**config.mk**
```make
export PLATFORM = sky130hd
export DESIGN_NAME = iob_ram_dp_be_fifo_ctrl
export DESIGN_NICKNAME = d
export VERILOG_FILES = /design/src/rtl/iob_ram_dp_be_fifo_ctrl.sv
export SDC_FILE = /design/constraint.sdc
export NUM_CORES = 1
export LEC_CHECK = 0
export CORE_ASPECT_RATIO = 1.5
export CORE_MARGIN = 8
export CORE_UTILIZATION = 35
export CTS_CLUSTER_DIAMETER = 30
export DETAILED_ROUTE_END_ITERATION = 8
export GPL_ROUTABILITY_DRIVEN = 0
export HOLD_SLACK_MARGIN = 0.08
export PLACE_DENSITY = 0.76
export SLEW_MARGIN = 0
export SYNTH_ARGS = -nofsm -noshare
export SYNTH_HDL_FRONTEND = slang
export SYNTH_SLANG_ARGS = --single-unit
```
**constraint.sdc**
```tcl
create_clock -name clk_i -period 12 [get_ports clk_i]
set_input_delay 1.2 -clock clk_i [delete_from_list [all_inputs] [get_ports clk_i]]
set_output_delay 1.2 -clock clk_i [all_outputs]
set_load 0.01 [all_outputs]
```
**src/rtl/iob_ram_dp_be_fifo_ctrl.sv**
```systemverilog
// First-word-fall-through FIFO controller for an external dual-port byte-enable RAM (1-cycle read).
// Optional macro IOB_RAM_DP_BE_FIFO_CTRL_LEVEL_EN adds registered level_o / almost_full_o ports.

module iob_ram_dp_be_fifo_ctrl #(
    parameter int DATA_W    = 32,
    parameter int ADDR_W    = 10,
    parameter int AFULL_THR = (2 ** ADDR_W) - 4
) (
    input  logic                clk_i,
    input  logic                rst_i,
    input  logic                w_valid_i,
    output logic                w_ready_o,
    input  logic [DATA_W-1:0]   w_data_i,
    output logic                r_valid_o,
    input  logic                r_ready_i,
    output logic [DATA_W-1:0]   r_data_o,
    output logic                ram_enA_o,
    output logic [DATA_W/8-1:0] ram_weA_o,
    output logic [ADDR_W-1:0]   ram_addrA_o,
    output logic [DATA_W-1:0]   ram_dA_o,
    output logic                ram_enB_o,
    output logic [DATA_W/8-1:0] ram_weB_o,
    output logic [ADDR_W-1:0]   ram_addrB_o,
    output logic [DATA_W-1:0]   ram_dB_o,
`ifdef IOB_RAM_DP_BE_FIFO_CTRL_LEVEL_EN
    output logic [ADDR_W+1:0]   level_o,
    output logic                almost_full_o,
`endif
    input  logic [DATA_W-1:0]   ram_dB_i
);

    localparam int BE_W = DATA_W / 8;
    localparam int PW   = ADDR_W + 1;
    localparam logic [PW-1:0] DEPTH_P = PW'(2 ** ADDR_W);

    logic [PW-1:0]            wptr, rptr, wptrNext, rptrNext, ramCntNext;
    logic                     wReady, inflight;
    logic                     wAccept, pop, issue;
    logic [1:0]               occ, occAfterPop, occNext;
    logic [2:0]               occAdj;
    logic [1:0][DATA_W-1:0]   obuf;

    assign wAccept = w_valid_i & wReady;
    assign pop     = (occ != 2'd0) & r_ready_i;

    // Issue only while the buffer slots (occupied + returning) stay below two after this pop.
    assign occAfterPop = occ - {1'b0, pop};
    assign occAdj      = {1'b0, occAfterPop} + {2'b0, inflight};
    assign issue       = (wptr != rptr) && (occAdj < 3'd2);
    assign occNext     = occAdj[1:0];

    assign wptrNext   = wptr + PW'(wAccept);
    assign rptrNext   = rptr + PW'(issue);
    assign ramCntNext = wptrNext - rptrNext;

    assign w_ready_o = wReady;
    assign r_valid_o = (occ != 2'd0);
    assign r_data_o  = obuf[0];

    assign ram_enA_o   = wAccept;
    assign ram_weA_o   = {BE_W{wAccept}};
    assign ram_addrA_o = wptr[ADDR_W-1:0];
    assign ram_dA_o    = w_data_i;

    assign ram_enB_o   = issue;
    assign ram_weB_o   = '0;
    assign ram_addrB_o = rptr[ADDR_W-1:0];
    assign ram_dB_o    = '0;

    always_ff @(posedge clk_i) begin
        if (rst_i) begin
            wptr     <= '0;
            rptr     <= '0;
            occ      <= 2'd0;
            inflight <= 1'b0;
            wReady   <= 1'b1;
            obuf     <= '0;
        end else begin
            wptr     <= wptrNext;
            rptr     <= rptrNext;
            occ      <= occNext;
            inflight <= issue;
            wReady   <= (ramCntNext != DEPTH_P);
            if (pop)
                obuf[0] <= obuf[1];
            // Returning word lands behind whatever survives this cycle's pop.
            if (inflight)
                obuf[occAfterPop[0]] <= ram_dB_i;
        end
    end

`ifdef IOB_RAM_DP_BE_FIFO_CTRL_LEVEL_EN
    localparam int LW = ADDR_W + 2;
    logic [LW-1:0] levelNext;

    assign levelNext = LW'(ramCntNext) + LW'(issue) + LW'(occNext);

    always_ff @(posedge clk_i) begin
        if (rst_i) begin
            level_o       <= '0;
            almost_full_o <= 1'b0;
        end else begin
            level_o       <= levelNext;
            almost_full_o <= (levelNext >= LW'(AFULL_THR));
        end
    end
`endif

endmodule

```
==> results.txt, run 1 <==
* Worst rel slew slack: 23.3%
- Design Power: 1.14 mW
- The number of global-route vias before repair was 3469.
- Cell with the largest stage delay on the worst path: sky130_fd_sc_hd__ha_2
- At the pin with the least slew margin, the transition time is 1150 ps.
* Result of the run: finished clean
- Die area: 18800 um2
* Endpoint of the worst-slack reg-to-reg timing path: w_ready_o
- The synthesized design contains 90 register bits.
- Total power density per cell area: 198 nW/um2
- The worst setup path is launched from an input pin.
* Setup Fix Bufs, Post-CTS: 0
- After detailed routing, the average wire length per cell comes to 14.6 um.
* R2R Path Start: occ[0]
- RSZ-0062 raised after global routing: no
- Count of endpoints failing setup in the final report: 0
- Sequential-to-total area share from yosys stat: 35.2%
* Post-synth top flop: sky130_fd_sc_hd__dfxtp_1
* Standby leakage power: 2.43 nW
- After the last flow step, the layout net total stands at 636.
- For this design, the CTS-stage hold fixing added 0 buffers.
- Fraction of the cycle the final worst path needs: 54.3%
* Register-to-register setup slack: 6110 ps
* Buf/Inv on CP: 6
- Cell depth of the worst flop-to-flop path: 21
- The repair_antennas step left the layout with diodes totalling 0.
* Area contributors post-synth: sky130_fd_sc_hd__dfxtp_1 (35%), sky130_fd_sc_hd__buf_4 (18%), sky130_fd_sc_hd__mux2i_1 (13%)
- Setup Skew: 6.90 ps
- Number of warnings issued by yosys: 0
- The wire-length estimate of the detail-placed layout is 8.10 mm.
* Endpoint type of the worst setup path: flop
- The initial utilization of the core area, before any placement, comes to 35.4%.
- The first detailed-routing pass took 4 iterations.
- Once detail routing completed, the nets flagged for antenna violations numbered 0.
* Area share of the leading cell type in the synthesized netlist: 35.2%
- Entering global routing, the biggest net connects 91 pins.
* Share of flip-flops with an asynchronous set or reset after synthesis: 0%
- Total number of vias: 3471
- DRC violation total after the first TritonRoute iteration: 178
- In the final layout, the share of cells above drive strength 1 is 5.56%.
- Measured along the x axis, the die boundary spans 115 um.
- CTS root buffer: sky130_fd_sc_hd__clkbuf_16
- In the routed design, unresolved DRC markers number 0.
- Layout area overhead: 12.1%
* Worst setup path startpoint: r_ready_i
- The total overflow left after global routing is 0.
* Peak supply drop: 0.0807 mV
* Number of buffers on the longest clock path: 2
* Number of gates resized after cts: 0
- Clock slew seen by the registers of the worst setup and hold paths: 70 ps
- For this block, the routed nets add up to 11.0 mm of wire.
* Number of hold violations in the final report: 0
* Total global routing track utilization: 11.6%
- Capture point of the critical path: w_ready_o
* Instance count of the mapped netlist: 559
- Counting the fill cells in the layout gives 1434.
- Area after detailed placement: 5430 um2
- Data on the critical path is required at its endpoint by 12220 ps.
- In this design, the stage delay of the slowest critical-path cell is 890 ps.
- Number of levels in the clock H-tree: 3
- Maximum Capacitance Violations: 0
- Derived from the worst setup path, the maximum achievable clock frequency is 153 MHz.
- The most common cell in the synthesized netlist is sky130_fd_sc_hd__buf_4.
* Crit path DAT: 6740 ps
- Using the TritonRoute via totals, the vias-per-cell ratio works out to 4.60.
* Hold Path Class: reg -> reg
* Worst hold slack: 492 ps
- TritonCTS built the clock tree.
- Num CTS Buffers: 9
- Summing every instance area after synthesis gives 5120 um2.
- For the finished layout, the period the worst path requires is 6520 ps.
- Count of standard-cell rows: 54
* Number of buffers added on ports: 95
* Total Neg Setup Slack: 0 ps
* Sink count of the clock tree: 90
- Worst-skew pair later-pin latency: 340 ps
- The cell family contributing the most delay on the critical path is adder cells.
* Path type of the worst setup path: in -> reg
* Antenna violations before repair: 0
- In this run, synthesis inferred 0 flip-flops with an integrated enable.
- Biggest area consumer among synthesized cells: sky130_fd_sc_hd__dfxtp_1
- The average instance in the mapped netlist occupies 9.16 um2.
- The first global-routing pass estimated 17.3 mm of wire.
* Number of stages on the worst hold path: 2
- Number of slew-limit violations in the final report: 0
- Along the worst path, the maximum fanout reaches 33.
- For this design the top-level I/O count stands at 196.
- Critical path cell sequence: clkdlybuf4s50_1 > nand2_2 > inv_1 > ha_1 > inv_1 > ha_2 > inv_1 > ha_1 > inv_1 > a31oi_1 > ha_1 > ha_1 > and4_1 > nand4_1 > xor2_1 > ha_1 > inv_1 > a2111oi_0 > o211a_1 > a41oi_1 > a2111o_1
* Most used standard cells in the synthesized netlist: sky130_fd_sc_hd__buf_4 (124), sky130_fd_sc_hd__dfxtp_1 (90), sky130_fd_sc_hd__nor2_1 (84)
* Core Area: 14500 um2
- Total number of cells along the worst setup path: 21
- Number of distinct standard cells referenced by the synthesized netlist: 45
- Final standard cell area without fillers: 5740 um2
- Height of the die: 164 um
## report_power, final
group | switching [mW] | total (mW) | internal, mW
logic | 0.218 | 0.451 | 0.233
clock network | 0.125 | 0.290 | 0.165
registers | 0.0352 | 0.396 | 0.361
total | 0.378 | 1.14 | 0.759
## layer usage
layer | track usage [%] | wire [um] | up-vias
met5 | 0 | 0 | -
met3 | 3.13 | 794 | 24
met1 | 12.0 | 4330 | 1618
li1 | - | - | 1716
met4 | 6.60 | 276 | 0
met2 | 20.6 | 5650 | 113
## sequential cells by signal, indices dropped and copies added (netlist names)
signal,flops
wptr,11
inflight,1
w_ready_o,1
r_data_o,32
rptr,11
occ,2
obuf,32
## tightest hold or removal path, stage by stage (launching register included)
cell and delay [ps]:
sky130_fd_sc_hd__dfxtp_1 320, sky130_fd_sc_hd__mux2i_1 60, sky130_fd_sc_hd__nor2_1 70
## worst min-delay path by stage
stage	startpoint	to
2_1_floorplan	obuf[32]	obuf[32]
5_1_grt	obuf[60]	obuf[60]
6_report	obuf[38]	obuf[38]
4_1_cts	obuf[45]	obuf[45]
3_5_place_dp	obuf[37]	obuf[37]
3_3_place_gp	obuf[32]	obuf[32]
## area by class of cell
cell class,count,area [um2],area share [%]
timing repair buffer,96,953,16.6
tap,196,245,4.27
multi-input combinational,346,2390,41.7
clock buffer,9,225,3.92
clock inverter,7,83.8,1.46
sequential,90,1800,31.4
inverter,10,37.5,0.654
## cell usage in the layout (no fill, tap or decap), drive strengths merged, types with 2 or more instances in the layout
master	synthesis	layout
clkdlybuf4s50	0	94
dfxtp	90	90
nor2	85	85
mux2i	65	65
conb	1	36
a211oi	34	34
xor2	20	20
nor2b	15	15
ha	15	15
xnor2	15	15
nand2	13	13
inv	10	13
clkbuf	21	9
nand3	8	8
nand4	4	4
nor4	3	3
a21o	3	3
and4	3	3
and3	2	2
nor3	2	2
o32ai	2	2
nand3b	2	2
a21oi	2	2
o21bai	2	2
clkinv	0	2
o21ai	2	2
a22oi	2	2
buf	127	2
## stage by stage
step / worst slack (ps) / utilization [%] / instances
floorplan: 6380 / - / 594
global placement: 5260 / 37.6 / 738
detailed placement: 5110 / 37.6 / 738
CTS: 5450 / 39.7 / 754
global route: 5020 / 39.7 / 754
finish: 5480 / 39.7 / 754
## kinds of logic (layout without fill, tap and decap cells)
family / after synthesis / after routing / synth area share [%]
buffers and inverters: 158 / 122 / 20.8
and+or+nand+nor: 140 / 140 / 12.6
DFF: 90 / 90 / 35.2
muxes: 65 / 65 / 12.7
AOI/OAI and AO/OA: 55 / 55 / 8.53
xor gates and xnor gates: 35 / 35 / 6.43
adders and majority gates: 15 / 15 / 3.67
other: 1 / 36 / 0.0733
Note: power is estimated with default switching activity, not from simulation.
==> inputs of run 2 (changes only) <==
==> constraint.sdc (replaced) <==
create_clock -name clk_i -period 6.6 [get_ports clk_i]
set_input_delay 0.66 -clock clk_i [delete_from_list [all_inputs] [get_ports clk_i]]
set_output_delay 0.66 -clock clk_i [all_outputs]
set_load 0.01 [all_outputs]
==> results.txt, run 2 (same netlist as run 1, synthesis figures left out) <==
* Result of the run: finished clean
* Setup Skew: 7.39 ps
- Setup repair after global routing left no endpoint under its margin.
- Clock-pin slew was measured on the worst setup and hold paths at 70 ps.
- For this run, the post-layout net count is 639.
- The number of antenna violations at the first check in global routing was 0.
- In the finished design, the share of the clock period the worst path needs comes to 67.2%.
- In the final routing, the length of wire on met1 measures 4.47 mm.
- Highest metal used: met4
* Ports placed on the boundary: 196
- Highest clock frequency the design can meet: 225 MHz
* Diode insertion count for antenna repair: 0
- For the worst setup path, the data required time is 6820 ps.
- Path type of the worst setup path: in -> reg
- Most frequent cells in the layout: sky130_fd_sc_hd__clkdlybuf4s50_1 (94), sky130_fd_sc_hd__dfxtp_1 (90), sky130_fd_sc_hd__nor2_1 (84)
- Time the final worst path needs with I/O delays and setup: 4440 ps
* Total Neg Setup Slack: 0 ps
- Die area: 18800 um2
- Pre-CTS setup slack: 1810 ps
* Die X-Extent: 115 um
- Global routing finished with a remaining overflow of 0.
- The floorplan step defined a core boundary enclosing 14500 um2.
- The first detailed-routing pass ran for 5 iterations.
- Clock tree synthesis selected as its root buffer the cell sky130_fd_sc_hd__clkbuf_16.
* Number of hold violations in the final report: 0
- Worst Slack Setup Final: 2160 ps
- Most common cell after layout, fill and taps aside: sky130_fd_sc_hd__clkdlybuf4s50_1
- The detail route stage leaves a number of antenna-violating nets equal to 0.
- Cell depth of the worst flop-to-flop path: 21
- Half-perimeter wire length of the detailed placement result: 8.08 mm
- The worst-case IR drop observed on VDD is 0.124 mV.
* Number of slew-limit violations in the final report: 0
- STA classifies the critical path endpoint as a flop.
- Count of standard-cell rows: 54
* Routed wire per std cell: 14.8 um
- Counting the buffers created by CTS gives 9.
* Number of buffers added to fix hold violations after cts: 0
- Number of buffers added on ports: 95
* Global-route wire length before repair: 17.8 mm
- TritonCTS clock tree: yes
* Count of endpoints failing setup in the final report: 0
* Maximum Capacitance Violations: 0
- The filler cells instantiated in the layout total 1468.
* Vias/cell: 4.57
- For this design the static power due to leakage is 2.45 nW.
- For this block, the routed nets add up to 11.2 mm of wire.
* Total number of vias: 3459
- Layout area overhead: 12.6%
- Worst-skew pair later-pin latency: 340 ps
* Setup Fix Bufs, Post-CTS: 0
* Routed wl met2: 5.72 mm
* Height of the die: 164 um
- Pin count of the biggest net entering global routing: 91
* Sink count of the clock tree: 90
- Via count of the first global-routing pass: 3551
- Design Power: 2.08 mW
- Initial core utilization: 35.4%
- Along the worst hold path, the cell count comes to 2.
- The number of gates resized after CTS was 0.
- Worst rel slew slack: 36.5%
* DRC violation total after the first TritonRoute iteration: 153
- Crit path DAT: 4660 ps
- Total global routing track utilization: 12.0%
- Biggest fanout along the worst timing path: 6
- Total power density per cell area: 361 nW/um2
- In the final layout, the share of cells above drive strength 1 is 6.06%.
- Number of levels in the clock H-tree: 3
* Number of buffers on the longest clock path: 2
- Hold Path Class: reg -> reg
- At the pin with the least slew margin, the transition time is 953 ps.
* Number of design rule violations left after detail routing: 0
- STA classifies the critical path startpoint as an input pin.
- WL met3: 742 um
run 2: cell count changes in the layout (fill, tap and decap cells not counted), sizes merged:
cell,change
buf,+3
inv,+1
clkinv,-1
run 2: worst max-delay path: stages:
cell	delay (ps)
sky130_fd_sc_hd__clkdlybuf4s50_1	410
sky130_fd_sc_hd__nand2_2	70
sky130_fd_sc_hd__inv_1	40
sky130_fd_sc_hd__ha_1	290
sky130_fd_sc_hd__inv_1	50
sky130_fd_sc_hd__ha_2	160
sky130_fd_sc_hd__inv_1	50
sky130_fd_sc_hd__ha_1	140
sky130_fd_sc_hd__inv_1	40
sky130_fd_sc_hd__a31oi_1	210
sky130_fd_sc_hd__ha_1	250
sky130_fd_sc_hd__ha_1	220
sky130_fd_sc_hd__and4_1	280
sky130_fd_sc_hd__nand4_1	130
sky130_fd_sc_hd__xor2_1	180
sky130_fd_sc_hd__ha_1	380
sky130_fd_sc_hd__inv_1	80
sky130_fd_sc_hd__a2111oi_0	400
sky130_fd_sc_hd__o211a_1	220
sky130_fd_sc_hd__a41oi_1	40
sky130_fd_sc_hd__a2111o_1	360
run 2: per-layer routing:
layer | vias up | GRT usage (%)
li1 | 1728 | -
met1 | 1603 | 12.5
met2 | 106 | 21.5
met3 | 22 | 3.31
met4 | 0 | 5.88
met5 | - | 0
run 2: stage by stage:
| step | hold WS (ps) | instance area, um2 | instances | utilization, % |
|---|---|---|---|---|
| after floorplan | 460 | 5250 | 594 | - |
| after global placement | 473 | 5450 | 741 | 37.7 |
| after detailed placement | 480 | 5450 | 741 | 37.7 |
| after CTS | 500 | 5760 | 757 | 39.9 |
| after global routing | 512 | 5760 | 757 | 39.9 |
| final | 492 | 5760 | 757 | 39.9 |
run 2: area by class of cell:
class | instances | area, um2 | area share, %
Multi-Input combinational cell | 346 | 2390 | 41.5
Sequential cell | 90 | 1800 | 31.3
Timing Repair Buffer | 99 | 976 | 16.9
Tap cell | 196 | 245 | 4.26
Clock buffer | 9 | 225 | 3.91
Clock inverter | 7 | 83.8 | 1.45
Inverter | 10 | 37.5 | 0.651
run 2: worst paths after layout:
path / startpoint / to / slack, ps
max: r_ready_i / w_ready_o / 2160
min: obuf[47] / obuf[47] / 490
max reg2reg: occ[0] / w_ready_o / 2250
min reg2reg: obuf[47] / obuf[47] / 490
run 2: power breakdown:
part           switching, mW  leakage, nW  internal [mW]
logic                  0.406         1.57          0.423
registers             0.0643        0.731          0.655
clock network          0.228        0.149          0.301
